<file path="src/rtl/load_align_unit.sv">
// Sequential load formatter: aligned memory reads, merge, byte extract, sign/zero extend.
module load_align_unit #(
  parameter int unsigned XLEN          = 32,
  parameter bit          MISALIGNED_EN = 1'b1
) (
  input  logic            clk_i,
  input  logic            reset_n_i,
  input  logic            req_valid_i,
  output logic            req_ready_o,
  input  logic [XLEN-1:0] req_addr_i,
  input  logic [2:0]      width_src_i,
  input  logic            flush_i,
  output logic            mem_req_valid_o,
  input  logic            mem_req_ready_i,
  output logic [XLEN-1:0] mem_addr_o,
  input  logic            mem_rvalid_i,
  input  logic [XLEN-1:0] mem_rdata_i,
  output logic            result_valid_o,
  output logic [XLEN-1:0] result_o,
  output logic            fault_o,
  output logic            misaligned_o
);

  localparam int unsigned NB   = XLEN / 8;
  localparam int unsigned OFFW = $clog2(NB);

  typedef enum logic [2:0] {
    IDLE  = 3'd0,
    REQ0  = 3'd1,
    RSP0  = 3'd2,
    REQ1  = 3'd3,
    RSP1  = 3'd4,
    DONE  = 3'd5,
    DRAIN = 3'd6
  } state_t;

  state_t state, state_next;

  logic [XLEN-1:0] addr_q;
  logic [2:0]      width_q;
  logic [XLEN-1:0] word0_q;

  logic [3:0]      size_req, size_q;
  logic            split_req, split_q;
  logic [XLEN-1:0] aligned;
  logic [XLEN-1:0] low, mask, ext;
  logic            sbit;

  // Access size in bytes; 0 marks an illegal load type for this XLEN.
  function automatic logic [3:0] load_size(input logic [2:0] w);
    case (w)
      3'b000:  return 4'd4;
      3'b100:  return (XLEN == 64) ? 4'd4 : 4'd0;
      3'b011:  return (XLEN == 64) ? 4'd8 : 4'd0;
      3'b010,
      3'b110:  return 4'd2;
      3'b001,
      3'b101:  return 4'd1;
      default: return 4'd0;
    endcase
  endfunction

  always_comb begin
    size_req  = load_size(width_src_i);
    size_q    = load_size(width_q);
    split_req = (5'(req_addr_i[OFFW-1:0]) + 5'(size_req)) > 5'(NB);
    split_q   = (5'(addr_q[OFFW-1:0]) + 5'(size_q)) > 5'(NB);
    aligned   = {addr_q[XLEN-1:OFFW], {OFFW{1'b0}}};
  end

  always_ff @(posedge clk_i or negedge reset_n_i) begin
    if (!reset_n_i) state <= IDLE;
    else            state <= state_next;
  end

  always_comb begin
    state_next = state;
    case (state)
      IDLE: begin
        if (req_valid_i) begin
          if (size_req == 4'd0 || (split_req && !MISALIGNED_EN)) state_next = DONE;
          else                                                    state_next = REQ0;
        end
      end
      REQ0: begin
        if (flush_i)              state_next = IDLE;
        else if (mem_req_ready_i) state_next = RSP0;
      end
      RSP0: begin
        if (flush_i)           state_next = mem_rvalid_i ? IDLE : DRAIN;
        else if (mem_rvalid_i) state_next = split_q ? REQ1 : DONE;
      end
      REQ1: begin
        if (flush_i)              state_next = IDLE;
        else if (mem_req_ready_i) state_next = RSP1;
      end
      RSP1: begin
        if (flush_i)           state_next = mem_rvalid_i ? IDLE : DRAIN;
        else if (mem_rvalid_i) state_next = DONE;
      end
      DONE:    state_next = IDLE;
      DRAIN:   if (mem_rvalid_i) state_next = IDLE;
      default: state_next = IDLE;
    endcase
  end

  always_comb begin
    req_ready_o     = (state == IDLE);
    mem_req_valid_o = (state == REQ0) || (state == REQ1);
    mem_addr_o      = '0;
    if (state == REQ0)      mem_addr_o = aligned;
    else if (state == REQ1) mem_addr_o = aligned + XLEN'(NB);
  end

  // The final word is merged straight from mem_rdata_i so the result can be
  // registered on the same edge that enters DONE.
  always_comb begin
    if (state == RSP1) low = XLEN'({mem_rdata_i, word0_q} >> {addr_q[OFFW-1:0], 3'b000});
    else               low = XLEN'({{XLEN{1'b0}}, mem_rdata_i} >> {addr_q[OFFW-1:0], 3'b000});
    case (size_q)
      4'd1:    begin mask = XLEN'(8'hFF);         sbit = low[7];      end
      4'd2:    begin mask = XLEN'(16'hFFFF);      sbit = low[15];     end
      4'd4:    begin mask = XLEN'(32'hFFFF_FFFF); sbit = low[31];     end
      default: begin mask = '1;                   sbit = low[XLEN-1]; end
    endcase
    ext = (low & mask) | ((!width_q[2] && sbit) ? ~mask : '0);
  end

  always_ff @(posedge clk_i or negedge reset_n_i) begin
    if (!reset_n_i) begin
      addr_q         <= '0;
      width_q        <= '0;
      word0_q        <= '0;
      result_valid_o <= 1'b0;
      result_o       <= '0;
      fault_o        <= 1'b0;
      misaligned_o   <= 1'b0;
    end else begin
      result_valid_o <= (state_next == DONE);
      if (state == IDLE && req_valid_i) begin
        addr_q  <= req_addr_i;
        width_q <= width_src_i;
      end
      if (state == RSP0 && mem_rvalid_i) word0_q <= mem_rdata_i;
      if (state_next == DONE) begin
        if (state == IDLE) begin
          result_o     <= '0;
          fault_o      <= 1'b1;
          misaligned_o <= 1'b0;
        end else begin
          result_o     <= ext;
          fault_o      <= 1'b0;
          misaligned_o <= (state == RSP1);
        end
      end
    end
  end

endmodule

</file>
<file path="config.mk">
export PLATFORM = sky130hd
export DESIGN_NAME = load_align_unit
export DESIGN_NICKNAME = d
export VERILOG_FILES = /design/src/rtl/load_align_unit.sv
export SDC_FILE = /design/constraint.sdc
export NUM_CORES = 1
export LEC_CHECK = 0
export ABC_AREA = 1
export CAP_MARGIN = 10
export CORE_ASPECT_RATIO = 0.6
export CORE_MARGIN = 3
export CORE_UTILIZATION = 45
export DETAILED_ROUTE_END_ITERATION = 12
export PLACE_DENSITY = 0.7
export SLEW_MARGIN = 10
export SYNTH_ARGS = -nofsm -noshare
export SYNTH_HDL_FRONTEND = slang
export SYNTH_SLANG_ARGS = --single-unit
</file>
<file path="constraint.sdc">
create_clock -name clk_i -period 3.15 [get_ports clk_i]
set_input_delay 0.945 -clock clk_i [delete_from_list [all_inputs] [get_ports clk_i]]
set_output_delay 0.945 -clock clk_i [all_outputs]
set_load 0.005 [all_outputs]
</file>
# Yosys cells after proc, flatten, opt, wreduce, memory -nomap -nowiden
# Index checks and enable logic that the tools add are counted.
dict set report totals {
  regBits 105
  in_bits 73
  wordCells 70
}
dict set report op_classes {
  n_addsub 2
  order_cmp 1
  eq_ne 16
  n_shift 2
  mux 25
  bitwise_logic 3
  reduce_logical 13
}
# cell n
set ops {}
lappend ops {{32-bit 2-to-1 mux} 5}
lappend ops {{32-bit case mux with 2 select lines} 1}
lappend ops {{64-bit by 5-bit right shift with 32-bit output} 1}
lappend ops {{3-bit 2-to-1 mux} 13}
lappend ops {{32-bit by 3-bit adder with 32-bit output, second input constant} 1}
lappend ops {{32-bit AND} 1}
lappend ops {{32-bit NOT} 1}
lappend ops {{32-bit OR} 1}
lappend ops {{32-bit by 5-bit right shift with 32-bit output} 1}
lappend ops {{3-bit equality test, second input constant} 7}
lappend ops {{3-bit case mux with 3 select lines} 2}
lappend ops {{3-bit case mux with 6 select lines} 1}
lappend ops {{3-bit by 2-bit equality test with 1-bit output, second input constant} 4}
lappend ops {{3-bit by 1-bit equality test with 1-bit output, second input constant} 3}
lappend ops {{3-bit logical NOT} 3}
lappend ops {{2-bit OR reduction} 4}
lappend ops {{2-bit by 4-bit adder with 5-bit output} 1}
lappend ops {{5-bit by 3-bit greater-than comparator with 1-bit output, second input constant} 1}
lappend ops {{4-bit by 1-bit equality test with 1-bit output, second input constant} 1}
lappend ops {{4-bit by 2-bit equality test with 1-bit output, second input constant} 1}
lappend ops {{4-bit logical NOT} 1}
lappend ops {{1-bit logical AND} 3}
lappend ops {{1-bit 2-to-1 mux} 2}
lappend ops {{1-bit case mux with 2 select lines} 1}
lappend ops {{2 further kinds} 2}

# Logic depth before layout (Yosys ltp)
# Gate-level depths: netlist of run 1.
dict set report logic_depth {
  word_depth 10
  mapped_depth 20
}

# Worst setup path after synthesis of run 1
# OpenSTA, ideal clock, no wires.
dict set report synth_timing {
  kind {register to output}
  start {reg addr_q[2]}
  end {out mem_addr_o[24]}
  arrival_ns 1.687
  required_ns 2.205
  setup_slack_ns 0.518
  stages_incl_launch_ff 10
  n_path_buf 0
  path_cell_list {dfrtp_1 ha_1 nand3_1 nor2_1 nand3_1 nor2_1 nand4_1 o21ai_0 inv_1 a31oi_1}
}
dict set report synth_between {
  elab_chain_cells 3
}
# element line_no
set synth_lines {}
lappend synth_lines {{start, declared} 39} ;# logic [XLEN-1:0] addr_q;
lappend synth_lines {{start signal, assigned} 141} ;# addr_q <= req_addr_i;
lappend synth_lines {{32-bit by 3-bit adder with 32-bit output} 112} ;# else if (state == REQ1) mem_addr_o = aligned + XLEN'(NB);
lappend synth_lines {{32-bit 2-to-1 mux} 112}
lappend synth_lines {{32-bit 2-to-1 mux} 111} ;# if (state == REQ0) mem_addr_o = aligned;
lappend synth_lines {{end, declared} 15} ;# output logic [XLEN-1:0] mem_addr_o,
# No other way between the ends.

# Worst setup path after layout of run 1
dict set report layout_timing {
  start {reg addr_q[2]}
  end {out mem_addr_o[30]}
}
# The elaborated chain is that of the path after synthesis.

==> results of run 1 <==
[cell families (layout without fill, tap and decap cells)]
family	after synthesis	after routing	synth area share, %
buffers and inverters	153	327	9.84
AO/OA/AOI/OAI	234	234	19.0
adder cells (fa/ha/maj)	4	4	0.849
other	1	2	0.0553
AND/OR/NAND/NOR	453	453	29.7
XOR/XNOR	6	6	0.775
multiplexers	6	6	0.960
flip-flops	105	105	38.8
[state kept, by name, summed over array words and instances, names as in the netlist]
register        count
result_o           32
addr_q             32
word0_q            32
state               3
misaligned_o        1
result_valid_o      1
fault_o             1
width_q             3
[worst max-delay path: cells and delay by family (launching register included)]
family / cells / cell delay [ns]
buffers and inverters: 2 / 0.31
adder cells (fa/ha/maj): 1 / 0.21
AO/OA/AOI/OAI: 1 / 0.10
AND/OR/NAND/NOR: 7 / 0.86
flip-flops: 1 / 0.37
[routing by layer]
| metal | wire, um | track usage [%] | share of wire [%] | vias up |
|---|---|---|---|---|
| met5 | 0 | 0 | 0 | - |
| met1 | 10800 | 43.4 | 49 | 3322 |
| li1 | - | - | - | 3493 |
| met4 | 249 | 4.57 | 1.1 | 0 |
| met3 | 2200 | 5.91 | 10 | 21 |
| met2 | 8630 | 36.0 | 39 | 351 |
[worst min path at each step]
| stage | start | end | slack (ns) | depth (start not counted) |
|---|---|---|---|---|
| 2_1_floorplan | word0_q[0] | word0_q[0] | 0.45 | 2 |
| 3_3_place_gp | word0_q[5] | word0_q[5] | 0.46 | 2 |
| 3_5_place_dp | result_o[0] | result_o[0] | 0.47 | 2 |
| 4_1_cts | word0_q[5] | word0_q[5] | 0.49 | 2 |
| 5_1_grt | result_o[26] | result_o[26] | 0.50 | 2 |
| 6_report | result_o[26] | result_o[26] | 0.48 | 2 |
[synthesized netlist by cell type, types with 3 or more instances]
library cell and n:
nand4_1 9, xor2_1 4, inv_4 3, nor2_4 4
dfrtp_1 105, o22ai_1 5, buf_6 4, o21ai_2 11
nand3_1 49, inv_2 4, buf_1 7, nor2_1 51
nand2_1 293, buf_2 11, nor2_8 3, mux2_2 4
buf_4 6, o21ai_0 105, a21oi_1 51, nand2_4 3
nor3_1 18, ha_1 3, o21ai_1 31, inv_1 94
a31oi_1 9, clkbuf_1 22, nand2_2 13, nor4_1 3
o211ai_1 13
[power breakdown]
part / internal [W] / switching, W / total [W] / leakage (nW)
Sequential: 0.00196 / 0.000432 / 0.00239 / 1.31
Combinational: 0.00202 / 0.00323 / 0.00525 / 2.98
Clock: 0.000650 / 0.000535 / 0.00118 / 0.151
[stage by stage]
stage                     util (%)  hold slack [ns]
final                         62.9            0.481
after global placement        58.5            0.461
after CTS                     62.0            0.485
after detailed placement      58.5            0.465
after global routing          62.9            0.501
after floorplan                  -            0.448
[what timing repair did]
item                       4_1_cts  5_1_grt
hold buffers                     0        0
buffers inserted                15        3
pin swaps                       15       19
setup endpoints to repair       23       20
gates resized for setup         65       46
gates cloned                     0        0
[area by class of cell]
cell class,count,area share [%]
repair buffers,209,20.6
well taps,198,2.69
clock buffers,10,2.60
clock inverters,6,0.815
multi-input cells,705,40.4
inverters,102,4.36
flip-flops and latches,105,28.6
==> impl_metrics.tcl, run 1 <==
set metrics [dict create \
    critical_path_class "flip-flop to output port" \
    die_w_um 164 \
    place_inst 1301 \
    ys_ff_latch 105 \
    ys_seq_area_share_pct 38.8 \
    dieArea_mm2 0.0166 \
    path_cells "ha_2 > nand3_4 > nor2_4 > nand3_4 > nor2_4 > nand4_1 > buf_4 > nor3_2 > o21ai_1 > nor2_1 > buf_2" \
    worst_slew_margin_rel_pct 46.0 \
    yosys_warnings 0 \
    ios 142 \
    start_util_pct 46.3 \
    grt_pass1_vias 6571 \
    vias_per_cell 5.38 \
    crit_path_top_delay_cell "dfrtp_1" \
    worstMarginPinSlew_ns 0.811 \
    ff2ff_setup_slack_ns 0.32 \
    ant_nets 0 \
    drive_above_1_share_pct 16.7 \
    multi_input_area_mm2 0.00372 \
    final.setup.tns_ns 0 \
    synthDistinctLibCells 48 \
    numClockSinks 105 \
    grt_pass1_wl_um 35000 \
    fin_crit_ns 3.14 \
    cp-start-kind "flip-flop" \
    timing.fmax_mhz 318 \
    netlist_area_mm2 0.00678 \
    drv_slew 0 \
    synth_largest_area_cell "dfrtp_1" \
    status "completed" \
    wire_per_inst_um 16.4 \
    startpoint "addr_q[2]" \
    fp.dieH_um 101 \
    drt_wl_total_um 21900 \
    ir_drop_mv 0.415 \
    rsz0062_at_grt "true" \
    grt_max_degree 60 \
    diodes 0 \
    seq_area_mm2 0.00263 \
    ys_top_cells_by_area "dfrtp_1, nand2_1, o21ai_0, inv_1, a21oi_1" \
    timing.final.crit_share_pct 99.8 \
    p_leak_nw 4.44 \
    async_reset_ff_share_pct 100 \
    stdcell_count 1335 \
    fillers 1365 \
    hpwl_um 16100 \
    insertion_delay_ns 0.35 \
    power_w 0.00883 \
    endpoint "mem_addr_o[30]" \
    crit_arrival_ns 2.20 \
    grt_util_all_layers_pct 26.7 \
    nets 1209 \
    synth_ff_type "dfrtp_1" \
    r2r-start "width_q[1]" \
    layout_common_cells "nand2_1, clkdlybuf4s50_1, dfrtp_1, o21ai_0, inv_1" \
    path_max_fanout 3 \
    htreeDepth 3 \
    finalHoldViolCount 0 \
    setup-violations-final 0 \
    finalWorstSetupSlack_ns 0.00582 \
    gp_congestion 0.939 \
    pre_cts_ws_ns -0.238 \
    area_growth_pct 35.8 \
    synthCells 962 \
    clock_path_buffers 2 \
    numCtsBuffers 9 \
    drc 0 \
    row_count 34 \
    portBuffers 139 \
    dr.first_iter.drc_count 785 \
    hp-class "flip-flop to flip-flop" \
    cts_tree "built" \
    layout_commonest_cell "nand2_1" \
    endpoint_kind "output port" \
    p_per_area_mw_per_mm2 959 \
    design_area_mm2 0.00921 \
    core_mm2 0.0146 \
    maxCapViolCount 0 \
    antenna_found_initial 0 \
    grt_overflow 0 \
    dpl_cell_area_mm2 0.00855 \
    worst-r2r-cell-count 18 \
    clk_pin_slew_ns 0.08 \
    crit-reg2reg-capture "result_o[8]" \
    vias 7187 \
    synth_area_per_cell_um2 7.05 \
    yosys.area.top_type_share_pct 38.8 \
    first_pass_iters 5 \
    synth_edf_count 0 \
    cts-root-buf "clkbuf_16" \
    skew_ns 0.0123 \
    cp_slowest_stage_delay_ns 0.37 \
    required_ns 2.20 \
]
No activity file was read; power rests on OpenSTA's default activity.
==> inputs of run 2 (changes only) <==
--- a/config.mk
+++ b/config.mk
@@ -16,3 +16,4 @@
 export SYNTH_ARGS = -nofsm -noshare
 export SYNTH_HDL_FRONTEND = slang
 export SYNTH_SLANG_ARGS = --single-unit
+export TNS_END_PERCENT = 5
==> constraint.sdc (replaced) <==
create_clock -name clk_i -period 3.7 [get_ports clk_i]
set_input_delay 1.11 -clock clk_i [delete_from_list [all_inputs] [get_ports clk_i]]
set_output_delay 1.11 -clock clk_i [all_outputs]
set_load 0.005 [all_outputs]
==> impl_metrics.tcl, run 2 (synthesized netlist as in run 1, its figures left out) <==
set metrics [dict create \
    status "finished, violations left" \
    violations "setup timing" \
    die_w_um 164 \
    seq_area_mm2 0.00263 \
    required_ns 2.59 \
    dpl_cell_area_mm2 0.00832 \
    drv_slew 0 \
    p_leak_nw 4.10 \
    p_seq_share_pct 29.1 \
    multi_input_area_mm2 0.00355 \
    endpoint_kind "output port" \
    drive_above_1_share_pct 9.72 \
    numCtsBuffers 9 \
    grt_pass1_wl_um 33600 \
    numClockSinks 105 \
    path_max_fanout 5 \
    clk_pin_slew_ns 0.07 \
    drc 0 \
    p_int_w 0.00373 \
    crit_arrival_ns 2.74 \
    worstMarginPinSlew_ns 0.747 \
    cts-root-buf "clkbuf_16" \
    cp-start-kind "flip-flop" \
    layout_common_cells "nand2_1, clkdlybuf4s50_1, dfrtp_1, o21ai_0, inv_1" \
    core_mm2 0.0146 \
    layout_commonest_cell "nand2_1" \
    vias 6820 \
    row_count 34 \
    insertion_delay_ns 0.35 \
    fp.dieH_um 101 \
    drt_wl_total_um 20800 \
    rsz0062_at_grt "true" \
    gp_congestion 0.932 \
    vias_per_cell 5.29 \
    p_per_area_mw_per_mm2 818 \
    finalHoldViolCount 0 \
    grt_overflow 0 \
    cts_tree "built" \
    fin_crit_ns 3.85 \
    timing.fmax_mhz 260 \
    reg_top3 "addr_q (32), result_o (32), word0_q (32)" \
    start_util_pct 46.3 \
    hp-class "flip-flop to flip-flop" \
    switchingPower_w 0.00339 \
    finalWorstSetupSlack_ns -0.149 \
    timing.final.crit_share_pct 104 \
    wire_per_inst_um 16.1 \
    setup-violations-final 2 \
    htreeDepth 3 \
    hold_buffers 0 \
    skew_ns 0.00907 \
    final.setup.tns_ns -0.182 \
    dieArea_mm2 0.0166 \
    clock_path_buffers 2 \
    portBuffers 139 \
    antenna_found_initial 0 \
    diodes 0 \
    grt_util_all_layers_pct 25.7 \
    power.share.switching_pct 47.6 \
    place_inst 1270 \
    grt_max_degree 73 \
    area_growth_pct 28.5 \
    comb_power_share_pct 57.8 \
    grt_pass1_vias 6281 \
    ios 142 \
    worst_slew_margin_rel_pct 49.7 \
    ant_nets 0 \
    fillers 1408 \
    stdcell_count 1289 \
    nets 1163 \
    maxCapViolCount 0 \
    design_area_mm2 0.00871 \
    critical_path_class "flip-flop to output port" \
    ir_drop_mv 0.358 \
    pwr-share-clk_pct 13.2 \
    first_pass_iters 5 \
    dr.first_iter.drc_count 782 \
    hpwl_um 15800 \
]
run 2: cell count changes in the layout (fill, tap and decap cells not counted), moves of 4 or more:
cell,delta
dlygate4sd2_1,-14
buf_2,-4
nand2_1,+7
nor3_1,+6
nand2_2,-6
o21ai_0,+8
clkdlybuf4s50_1,+19
o21ai_2,-5
buf_4,-44
run 2: per-layer routing:
metal,global-route usage [%],up-vias,wire length (um)
li1,-,3402,-
met1,42.4,3108,10800
met2,33.6,301,7840
met3,6.24,9,2080
met4,3.80,0,116
met5,0,-,0
run 2: area by class of cell:
class / count / share of cell area [%]
sequential: 105 / 30.2
timing repair buffer: 163 / 18.3
inverter: 102 / 4.57
clock buffer: 10 / 2.74
clock inverter: 6 / 0.589
tap: 198 / 2.84
multi-input combinational: 705 / 40.8
run 2: per-stage QoR:
stage	setup slack [ns]	util (%)	hold WS [ns]	power [W]
floorplan	0.903	-	0.448	0.00467
global placement	0.131	56.9	0.462	0.00608
detailed placement	0.0926	56.9	0.468	0.00610
CTS	-0.165	59.1	0.485	0.00709
global route	-0.330	59.5	0.500	0.00775
finish	-0.149	59.5	0.482	0.00712
run 2: worst max-delay path, cell delays in order (launching register included):
cell and delay [ns]:
dfrtp_1 0.40, ha_2 0.21, nand3_1 0.13, nor2_2 0.20, nand3_4 0.13, nor2_4 0.15, nand4_1 0.22, nor3_1 0.20
o21ai_0 0.10, nor2_1 0.14, clkdlybuf4s50_1 0.51
run 2: path summary, 6_finish.rpt:
kind	startpoint	end	slack, ns	cells past startpoint
max	addr_q[3]	mem_addr_o[30]	-0.15	10
min	result_o[27]	result_o[27]	0.48	2
max reg2reg	width_q[1]	result_o[3]	0.85	18
min reg2reg	result_o[27]	result_o[27]	0.48	2
max in group asynchronous	reset_n_i	word0_q[2]	2.21	2
min in group asynchronous	reset_n_i	addr_q[30]	0.78	1
run 2: power groups by stage:
stage	sequential [W]	clock (W)	combinational (W)
2_1_floorplan	0.00197	0	0.00270
5_1_grt	0.00214	0.00100	0.00461
3_5_place_dp	0.00206	0	0.00404
3_3_place_gp	0.00207	0	0.00401
6_report	0.00207	0.000939	0.00411
4_1_cts	0.00206	0.000967	0.00406
run 2: repair_timing:
action	in CTS	in global routing
endpoints found under the setup margin	9	14
cloned	0	0
pin swaps	3	5
resized for setup	10	13
buffers inserted	1	2
==> inputs of run 3 (changes only) <==
--- a/config.mk
+++ b/config.mk
@@ -8,9 +8,10 @@
 export ABC_AREA = 1
 export CAP_MARGIN = 10
 export CORE_ASPECT_RATIO = 0.6
-export CORE_MARGIN = 3
 export CORE_UTILIZATION = 45
+export CTS_CLUSTER_SIZE = 14
 export DETAILED_ROUTE_END_ITERATION = 12
+export GPL_ROUTABILITY_DRIVEN = 1
 export PLACE_DENSITY = 0.7
 export SLEW_MARGIN = 10
 export SYNTH_ARGS = -nofsm -noshare
==> impl_metrics.tcl, run 3 (synthesized netlist as in run 1, its figures left out) <==
set metrics [dict create \
    status "finished, violations left" \
    violations "setup timing" \
    grt_pass1_wl_um 33100 \
    first_pass_iters 6 \
    top_layer_used "met4" \
    required_ns 2.59 \
    diodes 0 \
    worst_slew_margin_rel_pct 44.2 \
    layout_commonest_cell "nand2_1" \
    cts_tree "built" \
    ant_nets 0 \
    maxCapViolCount 0 \
    hp-class "flip-flop to flip-flop" \
    htreeDepth 3 \
    fp.dieH_um 97.1 \
    dieArea_mm2 0.0156 \
    portBuffers 139 \
    comb_power_share_pct 57.0 \
    clk_pin_slew_ns 0.08 \
    wire_per_inst_um 15.9 \
    crit_arrival_ns 2.62 \
    core_mm2 0.0146 \
    cts-root-buf "clkbuf_16" \
    nets 1163 \
    grt_util_all_layers_pct 26.8 \
    grt_max_degree 73 \
    drive_above_1_share_pct 9.99 \
    dr.first_iter.drc_count 666 \
    wl_met3_um 2000 \
    p_leak_nw 4.10 \
    switchingPower_w 0.00340 \
    wl_met2_um 7990 \
    p_seq_share_pct 28.9 \
    area_growth_pct 28.8 \
    numClockSinks 105 \
    fin_crit_ns 3.73 \
    start_util_pct 46.5 \
    rsz0062_at_grt "true" \
    grt_pass1_vias 6374 \
    drv_slew 0 \
    row_count 34 \
    grt_overflow 0 \
    clock_path_buffers 2 \
    drt-met1-wl_um 10300 \
    fin_util_pct 59.9 \
    drt_wl_total_um 20500 \
    dpl_cell_area_mm2 0.00830 \
    reg_top3 "addr_q (32), result_o (32), word0_q (32)" \
    hpwl_um 15300 \
    power.share.switching_pct 47.4 \
    layout_common_cells "nand2_1, clkdlybuf4s50_1, dfrtp_1, o21ai_0, inv_1" \
    critical_path_class "flip-flop to output port" \
    p_per_area_mw_per_mm2 822 \
    worstMarginPinSlew_ns 0.836 \
    drc 0 \
    timing.fmax_mhz 268 \
    numCtsBuffers 9 \
    final.setup.tns_ns -0.0527 \
    path_max_fanout 3 \
    gp_congestion 0.935 \
    antenna_found_initial 0 \
    timing.final.crit_share_pct 101 \
    ios 142 \
    insertion_delay_ns 0.35 \
    p_int_w 0.00378 \
    cp-start-kind "flip-flop" \
    hold_buffers 0 \
    design_area_mm2 0.00873 \
    vias 6907 \
    die_w_um 160 \
    vias_per_cell 5.36 \
    setup-violations-final 3 \
    pwr-share-clk_pct 14.1 \
    finalHoldViolCount 0 \
    endpoint_kind "output port" \
    finalWorstSetupSlack_ns -0.0250 \
    skew_ns 0.00993 \
    ir_drop_mv 0.388 \
]
-- run 3: changes by cell type in the layout (fill, tap and decap cells not counted), moves of 2 or more --
cell and change:
clkinv_4 -3, dlymetal6s2s_1 -2, inv_6 +2, nand2_1 -4, nand2_2 +4, nand3_2 +2, nor3_2 -2
-- run 3: cell type report --
| cell class | count | area (um2) |
|---|---|---|
| clock buffer | 9 | 225 |
| clock inverter | 7 | 83.8 |
| fill | 1357 | 5860 |
| inverter | 102 | 398 |
| multi-input combinational | 705 | 3550 |
| sequential | 105 | 2630 |
| tap | 198 | 248 |
| timing repair buffer | 163 | 1600 |
-- run 3: worst max-delay path, cell delays in order (launching register included) --
cell and delay, ns:
dfrtp_1 0.36, buf_4 0.12, nand2_1 0.08, inv_1 0.12, nand3_1 0.13, nor2_2 0.17, nand2_2 0.13, nor3_4 0.19
nand2_1 0.13, nor2_1 0.12, a2bb2oi_1 0.17, clkdlybuf4s50_1 0.53
-- run 3: worst paths after layout --
check                      cells after the start             end         from  slack, ns
max                                           11  mem_addr_o[23]    addr_q[3]      -0.03
min                                            2     result_o[9]  result_o[9]       0.48
max reg2reg                                   17    result_o[31]   width_q[1]       0.39
min reg2reg                                    2     result_o[9]  result_o[9]       0.48
max in group asynchronous                      2    result_o[27]    reset_n_i       2.24
min in group asynchronous                      1      addr_q[21]    reset_n_i       0.73
-- run 3: power groups by stage --
stage | sequential, W | combinational [W] | clock [W]
after detailed placement | 0.00207 | 0.00399 | 0
after CTS | 0.00206 | 0.00403 | 0.00104
after floorplan | 0.00197 | 0.00270 | 0
final | 0.00207 | 0.00410 | 0.00101
after global placement | 0.00207 | 0.00394 | 0
after global routing | 0.00215 | 0.00455 | 0.00108
-- run 3: per-layer routing --
metal	vias up	track usage (%)
met5	-	0
met3	19	7.51
li1	3395	-
met4	0	4.47
met2	301	36.0
met1	3192	42.3
-- run 3: stage by stage --
| step | worst slack, ns | hold slack (ns) | instances | power, W |
|---|---|---|---|---|
| floorplan | 0.903 | 0.448 | 963 | 0.00467 |
| global placement | 0.202 | 0.463 | 1266 | 0.00601 |
| detailed placement | 0.123 | 0.467 | 1266 | 0.00606 |
| CTS | -0.0366 | 0.488 | 1287 | 0.00713 |
| global route | -0.165 | 0.511 | 1289 | 0.00779 |
| finish | -0.0250 | 0.483 | 1289 | 0.00718 |
-- run 3: repair_timing --
item / in CTS / in global routing
endpoints found under the setup margin: 11 / 16
pin swaps: 5 / 2
setup buffers: 5 / 2
resized for setup: 12 / 12
